<file path="src/rtl/skin_pkg.sv">
// skin_pkg: shared FSM state type, default frame geometry and datapath widths
package skin_pkg;
   typedef enum logic [1:0] {IDLE, ACTIVE, DRAIN, REPORT} state_t;
   localparam int DEF_FRAME_W  = 640;
   localparam int DEF_FRAME_H  = 480;
   localparam int DEF_MIN_SKIN = 1024;
   localparam int CNT_W        = 19;
   localparam int X_W          = 10;
   localparam int Y_W          = 9;
endpackage

</file>
<file path="src/rtl/skin_xy_counter.sv">
// skin_xy_counter: raster x/y position of the next pixel with end-of-frame flag
// Ports: clk, rst_n (async active-low), clr (restart at 0,0), step (one pixel
// transferred), x/y (position of the pixel being offered), last (x,y is the final pixel)
module skin_xy_counter import skin_pkg::*; #(
   parameter int FRAME_W = DEF_FRAME_W,
   parameter int FRAME_H = DEF_FRAME_H
) (
   input  logic           clk,
   input  logic           rst_n,
   input  logic           clr,
   input  logic           step,
   output logic [X_W-1:0] x,
   output logic [Y_W-1:0] y,
   output logic           last
);
   logic x_end;
   assign x_end = x == X_W'(FRAME_W - 1);
   assign last  = x_end && y == Y_W'(FRAME_H - 1);
   always_ff @(posedge clk or negedge rst_n)
      if (!rst_n) begin
         x <= '0;
         y <= '0;
      end else if (clr) begin
         x <= '0;
         y <= '0;
      end else if (step) begin
         x <= x_end ? '0 : x + 1'b1;
         y <= last ? '0 : x_end ? y + 1'b1 : y;
      end
endmodule

</file>
<file path="src/rtl/skin_frame_ctrl.sv">
// skin_frame_ctrl: per-frame skin-pixel counter, face detector and bounding-box tracker
// Ports: CLOCK_50, RST_N (async active-low); start; pix_valid/pix_ready pixel
// handshake; skin_bit (classifier result, one cycle after the transfer);
// res_valid/res_ready result handshake; skin_count, face_found, x_min/x_max/y_min/y_max.
// Macro SKIN_BBOX_EN builds the bounding-box tracker; without it the box outputs are 0.
module skin_frame_ctrl import skin_pkg::*; #(
   parameter int FRAME_W  = DEF_FRAME_W,
   parameter int FRAME_H  = DEF_FRAME_H,
   parameter int MIN_SKIN = DEF_MIN_SKIN
) (
   input  logic             CLOCK_50,
   input  logic             RST_N,
   input  logic             start,
   input  logic             pix_valid,
   output logic             pix_ready,
   input  logic             skin_bit,
   output logic             busy,
   output logic             res_valid,
   input  logic             res_ready,
   output logic [CNT_W-1:0] skin_count,
   output logic             face_found,
   output logic [X_W-1:0]   x_min,
   output logic [X_W-1:0]   x_max,
   output logic [Y_W-1:0]   y_min,
   output logic [Y_W-1:0]   y_max
);
   state_t           state;
   logic             xfer, clr, hit, d_valid, last;
   logic [X_W-1:0]   x;
   logic [Y_W-1:0]   y;
   logic [CNT_W-1:0] cnt_nxt;
   assign xfer    = pix_valid && pix_ready;
   assign clr     = state == IDLE && start;
   // skin_bit belongs to the pixel transferred on the previous cycle
   assign hit     = d_valid && skin_bit;
   assign cnt_nxt = skin_count + CNT_W'(hit && !(&skin_count));
   skin_xy_counter #(.FRAME_W(FRAME_W), .FRAME_H(FRAME_H)) u_xy (
      .clk(CLOCK_50), .rst_n(RST_N), .clr(clr), .step(xfer), .x(x), .y(y), .last(last)
   );
   always_ff @(posedge CLOCK_50 or negedge RST_N)
      if (!RST_N) begin
         state      <= IDLE;
         pix_ready  <= 1'b0;
         busy       <= 1'b0;
         res_valid  <= 1'b0;
         face_found <= 1'b0;
         skin_count <= '0;
         d_valid    <= 1'b0;
      end else begin
         d_valid    <= xfer;
         skin_count <= clr ? '0 : cnt_nxt;
         case (state)
            IDLE: if (start) begin
               state      <= ACTIVE;
               pix_ready  <= 1'b1;
               busy       <= 1'b1;
               face_found <= 1'b0;
            end
            ACTIVE: if (xfer && last) begin
               state     <= DRAIN;
               pix_ready <= 1'b0;
            end
            // the final pixel's skin_bit is counted on this edge, so compare the next count
            DRAIN: begin
               state      <= REPORT;
               res_valid  <= 1'b1;
               face_found <= cnt_nxt >= CNT_W'(MIN_SKIN);
            end
            REPORT: if (res_ready) begin
               state     <= IDLE;
               res_valid <= 1'b0;
               busy      <= 1'b0;
            end
            default: state <= IDLE;
         endcase
      end
`ifdef SKIN_BBOX_EN
   logic [X_W-1:0] d_x;
   logic [Y_W-1:0] d_y;
   always_ff @(posedge CLOCK_50 or negedge RST_N)
      if (!RST_N) begin
         d_x   <= '0;
         d_y   <= '0;
         x_min <= X_W'(FRAME_W - 1);
         x_max <= '0;
         y_min <= Y_W'(FRAME_H - 1);
         y_max <= '0;
      end else begin
         d_x   <= x;
         d_y   <= y;
         x_min <= clr ? X_W'(FRAME_W - 1) : hit && d_x < x_min ? d_x : x_min;
         x_max <= clr ? '0 : hit && d_x > x_max ? d_x : x_max;
         y_min <= clr ? Y_W'(FRAME_H - 1) : hit && d_y < y_min ? d_y : y_min;
         y_max <= clr ? '0 : hit && d_y > y_max ? d_y : y_max;
      end
`else
   logic unused_xy;
   assign unused_xy = ^{x, y};
   assign x_min = '0;
   assign x_max = '0;
   assign y_min = '0;
   assign y_max = '0;
`endif
endmodule

</file>
<file path="config.mk">
export PLATFORM = sky130hd
export DESIGN_NAME = skin_frame_ctrl
export DESIGN_NICKNAME = d
export VERILOG_FILES = /design/src/rtl/skin_pkg.sv /design/src/rtl/skin_xy_counter.sv /design/src/rtl/skin_frame_ctrl.sv
export SDC_FILE = /design/constraint.sdc
export NUM_CORES = 1
export LEC_CHECK = 0
export ABC_CLOCK_PERIOD_IN_PS = 2700
export CORE_ASPECT_RATIO = 2
export CORE_MARGIN = 2
export CORE_UTILIZATION = 45
export CTS_CLUSTER_DIAMETER = 30
export DETAILED_ROUTE_END_ITERATION = 10
export MAX_ROUTING_LAYER = met4
export PLACE_DENSITY = 0.8
export SLEW_MARGIN = 25
export SYNTH_ARGS = -nofsm -noshare
export SYNTH_HDL_FRONTEND = slang
export SYNTH_SLANG_ARGS = --single-unit
</file>
<file path="constraint.sdc">
create_clock -name CLOCK_50 -period 2.7 [get_ports CLOCK_50]
set_clock_uncertainty 0.05 [all_clocks]
set_input_delay 0.27 -clock CLOCK_50 [delete_from_list [all_inputs] [get_ports CLOCK_50]]
set_output_delay 0.27 -clock CLOCK_50 [all_outputs]
set_load 0.02 [all_outputs]
</file>
==> results.py <==
metrics = {
    "run_status": {
        "outcome": "complete, but fails checks",
        "violations": "DRC",
    },
    "floorplan": {
        "ioPinCount": 67,
        "fp.coreArea_um2": 5910,
        "die_y_um": 114,
        "die_x_um": 58.9,
        "initial_core_util_pct": 45.9,
        "rows": 40,
        "die_area_um2": 6700,
    },
    "drt": {
        "drt_iter0_drc": 80,
        "via_per_inst": 5.21,
        "drc": 3,
        "wl_per_cell_um": 13.7,
        "wl_um": 5630,
        "firstDrtPassIters": 9,
        "postRouteAntennaNets": 0,
        "vias": 2143,
    },
    "timing": {
        "rsz0062_at_grt": "true",
        "maxSlewViolCount": 0,
        "worst_pin_slew_ns": 0.574,
        "slew_headroom_pct": 61.8,
        "hold_violations": 0,
        "final.period_utilization_pct": 99.2,
        "fmax_mhz": 373,
        "finalSetupTns_ns": 0,
        "period_minus_slack_ns": 2.68,
        "setup_violations": 0,
    },
    "layout": {
        "final_cell_mix": "nor2_1, conb_1, dfrtp_1, clkdlybuf4s50_1, buf_4",
        "post-route-util_pct": 56.7,
        "syn2layout_area_growth_pct": 23.4,
        "layout.nets": 361,
        "insertedDiodeCount": 0,
        "nFillCells": 520,
        "drive_gt1_share_pct": 18.7,
    },
    "worst_setup_path": {
        "reg2reg_slack_ns": 0.02,
        "crit_path_max_fanout": 4,
        "crit_type": "register to register",
        "crit_required_ns": 2.81,
        "rr_worst_depth": 11,
        "crit_path_start_kind": "register",
        "r2r-start": "skin_count[15]$_DFF_PN0_",
        "r2r_end": "face_found$_DFFE_PN0P_",
        "critPathArrivalTime_ns": 2.79,
        "crit_path_end_kind": "register",
    },
    "synthesis": {
        "synth-seq-cells": 45,
        "syn_inst": 294,
        "synth_cell_types": 47,
        "mappedNetlistArea_um2": 2710,
        "ys_seq_area_share_pct": 41.5,
        "synth_warnings": 0,
        "avgSynthCellArea_um2": 9.22,
    },
    "grt": {
        "grt_use_met2_pct": 30.8,
        "met1_usage_pct": 21.6,
        "grt_pass1_vias": 2146,
        "grt_use_met3_pct": 2.72,
        "track_usage_pct": 18.5,
        "globalRouteOverflowTotal": 0,
        "grt_antenna_before_repair": 0,
        "grt_max_degree": 46,
        "grt_pass1_wl_um": 9520,
        "grt.busiest_layer": "met2",
    },
    "power_and_ir_drop": {
        "power.leakage_nw": 1.56,
        "irDropWorstVdd_mv": 0.337,
        "p_per_area_nw_per_um2": 436,
        "p_total_mw": 1.46,
    },
    "min_path": {
        "hold_path_depth": 1,
        "holdPathEnd": "u_xy.y[0]$_DFFE_PN0P_",
        "hp-class": "register to register",
        "hp-start": "u_xy.y[0]$_DFFE_PN0P_",
    },
    "clock_network": {
        "ctsRootBufferMaster": "clkbuf_16",
        "cts_made_buffers": 5,
        "clock_sinks": 45,
        "path_clk_slew_ns": 0.06,
        "cts_tree": "built",
        "cts_setup_buffers": 0,
        "cts_buffer_depth": 2,
        "clk_latency_ns": 0.29,
        "cts_max_level": 2,
    },
    "flow_run": {
        "cap_violations": 0,
    },
    "place": {
        "dp_hpwl_um": 4080,
        "gp_congestion": 0.828,
        "port_buffers": 28,
    },
}
-- metal layers --
layer  up-vias  share of wire, %
met1      1040                40
met2        52                54
met4         0               2.9
met5         -                 0
li1       1034                 -
met3        17               3.0
-- worst max-delay path, cell delays in order (launching register included) --
cell and delay [ns]:
dfrtp_1 0.38, nand3_4 0.09, nor4_4 0.35, a31oi_1 0.14, ha_2 0.21, ha_4 0.18
nand2_4 0.08, nor2_4 0.04, and3_4 0.15, or4b_4 0.55, o311ai_2 0.23, nand3_1 0.10
-- how the worst max path moves through the flow --
| stage | startpoint | to | slack (ns) | cells past startpoint |
|---|---|---|---|---|
| finish | skin_count[15]$_DFF_PN0_ | face_found$_DFFE_PN0P_ | 0.02 | 11 |
| global route | skin_count[15]$_DFF_PN0_ | face_found$_DFFE_PN0P_ | -0.14 | 11 |
| CTS | skin_count[15]$_DFF_PN0_ | face_found$_DFFE_PN0P_ | 0.01 | 11 |
| detailed placement | skin_bit | face_found$_DFFE_PN0P_ | -0.10 | 11 |
| global placement | skin_bit | face_found$_DFFE_PN0P_ | 0.02 | 11 |
| floorplan | skin_count[10]$_DFF_PN0_ | face_found$_DFFE_PN0P_ | -0.13 | 12 |
-- cells in the mapped netlist (all sizes together) --
cell type / number / area share, %
dfrtp: 45 / 42
buf: 39 / 11
nor2: 39 / 5.4
nand2: 23 / 3.3
nand3: 16 / 3.6
xor2: 16 / 5.2
inv: 12 / 1.7
o21ai: 12 / 2.2
and3: 9 / 2.2
xnor2: 9 / 2.9
a21oi: 8 / 1.6
ha: 8 / 3.7
nand4: 8 / 1.8
nor3: 5 / 0.92
clkbuf: 4 / 0.55
nand2b: 4 / 0.92
nor4: 4 / 1.7
and2: 3 / 0.69
and4: 3 / 1.1
mux2i: 3 / 1.1
a211oi: 2 / 0.55
a21o: 2 / 0.55
mux2: 2 / 0.83
nand3b: 2 / 0.55
o22ai: 2 / 0.46
o311ai: 2 / 0.65
a221oi: 1 / 0.32
a31oi: 1 / 0.23
and4b: 1 / 0.37
conb: 1 / 0.14
nor2b: 1 / 0.23
nor3b: 1 / 0.28
nor4bb: 1 / 0.37
o21a: 1 / 0.28
o2bb2ai: 1 / 0.32
o31ai: 1 / 0.28
or3: 1 / 0.23
or4b: 1 / 0.37
-- cell families (layout without fill, tap and decap cells) --
family	Yosys count	after routing	synth area share, %
simple gates	122	122	24.0
buf+inv	55	72	13.2
flops	45	45	41.5
compound gates	33	33	7.48
xor+xnor	25	25	8.08
fa+ha+maj	8	8	3.69
mux	5	5	1.94
other cells	1	38	0.138
-- state kept, by name (all words and copies together), names as in the netlist --
| register | flops |
|---|---|
| state | 2 |
| u_xy.x | 10 |
| face_found | 1 |
| d_valid | 1 |
| pix_ready | 1 |
| skin_count | 19 |
| res_valid | 1 |
| u_xy.y | 9 |
| busy | 1 |
-- repair_timing --
action	CTS	global route
setup endpoints to repair	1	4
hold buffers	0	1
endpoints found under the hold margin	0	45
gates resized for setup	1	6
-- where the power goes --
group,total (mW),internal [mW],switching [mW]
clock,0.717,0.462,0.255
sequential,0.674,0.674,0
combinational,0.0702,0.00766,0.0625
-- cell type report --
cell class / instances / area [µm²] / area share, %
Clock inverter: 2 / 37.5 / 1.12
Tap cell: 63 / 78.8 / 2.36
Multi-Input combinational cell: 231 / 1450 / 43.3
Inverter: 12 / 45.0 / 1.35
Clock buffer: 6 / 139 / 4.15
Sequential cell: 45 / 1140 / 34.0
Timing Repair Buffer: 52 / 460 / 13.8
-- per-stage QoR --
| stage | hold slack, ns | cell area [µm²] | worst slack (ns) | instances |
|---|---|---|---|---|
| after floorplan | -0.0756 | 2910 | -0.127 | 331 |
| after global placement | 0.424 | 3120 | 0.0205 | 402 |
| after detailed placement | 0.444 | 3120 | -0.101 | 402 |
| after CTS | 0.139 | 3300 | 0.0138 | 410 |
| after global routing | 0.484 | 3350 | -0.135 | 411 |
| final | 0.465 | 3350 | 0.0219 | 411 |
Power figures use the tool's default switching activity.
==> patch 1 (same settings) <==
Re-encode `state_t` (4 states) as one-hot, 4 bits wide.
--- a/src/rtl/skin_pkg.sv
+++ b/src/rtl/skin_pkg.sv
@@ -1,6 +1,6 @@
 // skin_pkg: shared FSM state type, default frame geometry and datapath widths
 package skin_pkg;
-   typedef enum logic [1:0] {IDLE, ACTIVE, DRAIN, REPORT} state_t;
+   typedef enum logic [3:0] {IDLE = 4'b0001, ACTIVE = 4'b0010, DRAIN = 4'b0100, REPORT = 4'b1000} state_t;
    localparam int DEF_FRAME_W  = 640;
    localparam int DEF_FRAME_H  = 480;
    localparam int DEF_MIN_SKIN = 1024;
Behaviour: same outputs for any inputs over 10 cycles, from zero or initial values and one cycle with RST_N low; not proved beyond that.
==> patch 1 against the original RTL <==
  * The run still ends with design-rule violations left
  * Setup slack gained 56 ps
  * Routed wire length down 0.57%
  * Cell area is 4.1% lower
  * Area after synthesis rose by 0.18%
  * Sequential cell count grew 2
Power is not compared: it rests on default switching activity, and its combinational part moved more than twofold at a synthesized area within 25%.
==> patch 1: results (changes against the original RTL) <==
r2r startpoint=skin_count[14] (was skin_count[15]); synth cell count leaders=dfrtp_1, buf_4, nor2_1 (was dfrtp_1, nor2_1, buf_4); CP arrival=2750 ps (was 2790 ps); WL final=5.60 mm (was 5.63 mm); Non-clock inverters=9 (was 12); Tmin final=2620 ps (was 2680 ps); total vias in the final route=2,154 (was 2,143); Placement Setup Slack=74.7 ps (was -101 ps); vias in the first global route=2,119 (was 2,146); FF+latch area=1180 sq um (was 1140 sq um); Nets=347 (was 361); register area share after synthesis=0.433 (was 0.415); Cells after Synth=291 (was 294); DRC=4 (was 3); CP peak stage delay=390 ps (was 550 ps); Hold Buf Count CTS=1 (was 0); first-pass GRT wire length=9.40 mm (was 9.52 mm); All-Layer GR Usage=0.180 (was 0.185); Via density=5.37 (was 5.21); failing checks=design-rule violations (unchanged); First-pass DRT Iterations=8 (was 9); Fill cells=546 (was 520); ranking of synthesized cells by area=dfrtp_1, buf_4, xor2_1 (was dfrtp_1, buf_4, nor2_1); DP HPWL=4.11 mm (was 4.08 mm); Buffers excl. clock=48 (was 52); status=complete, but fails checks (unchanged); clk cell area share=0.0460 (was 0.0527); worst hold margin=419 ps (was 465 ps); Resized cells post-CTS=0 (was 1)
==> patch 1: cell families after synthesis <==
| logic type | Yosys count | share of synthesized area |
|---|---|---|
| AND/OR/NAND/NOR | 111 | 0.224 |
| buffers and inverters | 55 | 0.132 |
| AO/OA/AOI/OAI | 49 | 0.112 |
| flip-flops | 47 | 0.433 |
| XOR/XNOR | 22 | 0.0709 |
| adder cells (fa/ha/maj) | 4 | 0.0184 |
| multiplexers | 2 | 0.00737 |
| other | 1 | 0.00138 |
==> patch 1: metal layers <==
metal / share of wire / global-route usage / vias up
met2: 0.55 / 0.314 / 57
met1: 0.41 / 0.208 / 1055
met5: 0 / - / -
met4: 0.0064 / 0.0470 / 0
met3: 0.038 / 0.0317 / 5
li1: - / - / 1037
==> patch 1: power groups by stage <==
stage	registers, mW	clock network [mW]	logic [mW]
after global routing	0.917	0.652	0.556
after global placement	0.903	0	0.462
after detailed placement	0.911	0	0.484
after CTS	0.899	0.627	0.492
after floorplan	0.913	0	0.361
final	0.902	0.613	0.485
==> patch 2 (same flow settings) <==
Made on the original files. Change the package constant `CNT_W` from 19 to 38.
--- a/src/rtl/skin_pkg.sv
+++ b/src/rtl/skin_pkg.sv
@@ -4,7 +4,7 @@
    localparam int DEF_FRAME_W  = 640;
    localparam int DEF_FRAME_H  = 480;
    localparam int DEF_MIN_SKIN = 1024;
-   localparam int CNT_W        = 19;
+   localparam int CNT_W        = 38;
    localparam int X_W          = 10;
    localparam int Y_W          = 9;
 endpackage
Interface: changed (resized skin_count); port bits go from 67 to 86. No check against the original RTL was run, so the function may have changed too.
==> patch 2 against the original RTL <==
  * The run ends with negative setup slack left
  * Sequential cell count rose by 19
  * Setup slack got worse by 550 ps
  * First-iteration DRC count rose to 5.0 times the old value
  * Routed wire length rose by 130%
  * Clock power rose by 77%
  * Area after synthesis rose by 50%
  * Cell area rose by 68%
  * Power rose by 130%
==> patch 2: results (changes against the original RTL) <==
Clock Latency Late Sink=340 ps (was 290 ps); met2 wire length=7.03 mm (was 3.03 mm); buffering overhead=0.205 (was 0.138); CP peak stage delay=570 ps (was 550 ps); WL final=12.8 mm (was 5.63 mm); Buffers excl. clock=138 (was 52); sequential cell area share=0.288 (was 0.340); I/O Buffers=47 (was 28); XOR/XNOR share of the synthesized area=0.0971 (was 0.0808); Post-Synth Adder-Cell Area=0.0277 (was 0.0369); H-tree depth=3 (was 2); Post-Route M1 WL=4.24 mm (was 2.27 mm); ranking of synthesized cells by area=dfrtp_1, buf_4, xnor2_1 (was dfrtp_1, buf_4, nor2_1); CTS Sinks=64 (was 45); synth cell count leaders=nor2_1, dfrtp_1, buf_4 (was dfrtp_1, nor2_1, buf_4); number of distinct library cells after synthesis=55 (was 47); Via density=5.82 (was 5.21); HP Class=primary input to async pin (was flip-flop to flip-flop); vias in the first global route=4,158 (was 2,146); First-pass DRT Iterations=5 (was 9); register area share after synthesis=0.395 (was 0.415); Reg2Reg Depth=13 (was 11); Non-clock inverters=13 (was 12); Placement Setup Slack=-595 ps (was -101 ps); Placer Congestion=0.951 (was 0.828); CP arrival=3410 ps (was 2790 ps); CTS buffer count=9 (was 5); Seq pwr share=0.355 (was 0.461); pin count of the biggest net entering global routing=65 (was 46); Sum Neg Setup Slack=-531 ps (was 0 ps); Sw Share=0.327 (was 0.217); reg2reg end=face_found (unchanged); failing checks=negative setup slack (was design-rule violations); Fill cells=678 (was 520); Multi-input gate area=2340 sq um (was 1450 sq um); actual slew at the worst max-slew pin=835 ps (was 574 ps); CP Launch Point=skin_count[14] (was skin_count[15]); clk cell area share=0.0576 (was 0.0527); DP HPWL=8.79 mm (was 4.08 mm); drt first-iter violations=397 (was 80); All-Layer GR Usage=0.272 (was 0.185); count of multi-input gates=365 (was 231); mux cell area share after synthesis=0.0203 (was 0.0194); Max VDD drop=0.000547 V (was 0.000337 V); met3 usage=0.0364 (was 0.0272); Cells after Synth=465 (was 294); share of cells above drive strength 1=0.252 (was 0.187); routing usage on met1=0.267 (was 0.216); status=complete, but fails checks (unchanged); M2 GR Usage=0.481 (was 0.308); slowest CP cell=or4_4 (was or4b_4); endpoints failing setup=1 (was 0); setup ws final=-531 ps (was 21.9 ps); clk_buf instances=10 (was 6)
## patch 2: cell count changes after synthesis, sizes merged, moves of 10 or more
| cell | delta |
|---|---|
| nand2 | +10 |
| nor4 | +12 |
| nor2 | +26 |
| xnor2 | +19 |
| dfrtp | +19 |
| nand3 | +17 |
## patch 2: through the flow
step                      std cells  power (mW)  instance area [sq um]   util
after floorplan                 502        1.76                   4320      -
after global placement          679        1.97                   5160  0.580
after detailed placement        679        2.02                   5160  0.580
after CTS                       698        3.30                   5570  0.627
after global routing            698        3.45                   5610  0.631
final                           698        3.32                   5610  0.631
## patch 2: repair_timing
action / 4_1_cts / 5_1_grt
endpoints found under the setup margin: 2 / 6
resized for setup: 11 / 7
buffers inserted: 3 / 0
hold buffers: 0 / 0
hold endpoints to repair: 0 / 0
pin swaps: 7 / 9
## patch 2: cell families after synthesis
group           Yosys count
compound gates           49
xor+xnor                 45
fa+ha+maj                 9
buf+inv                  73
flops                    64
mux                       8
other cells               1
simple gates            216
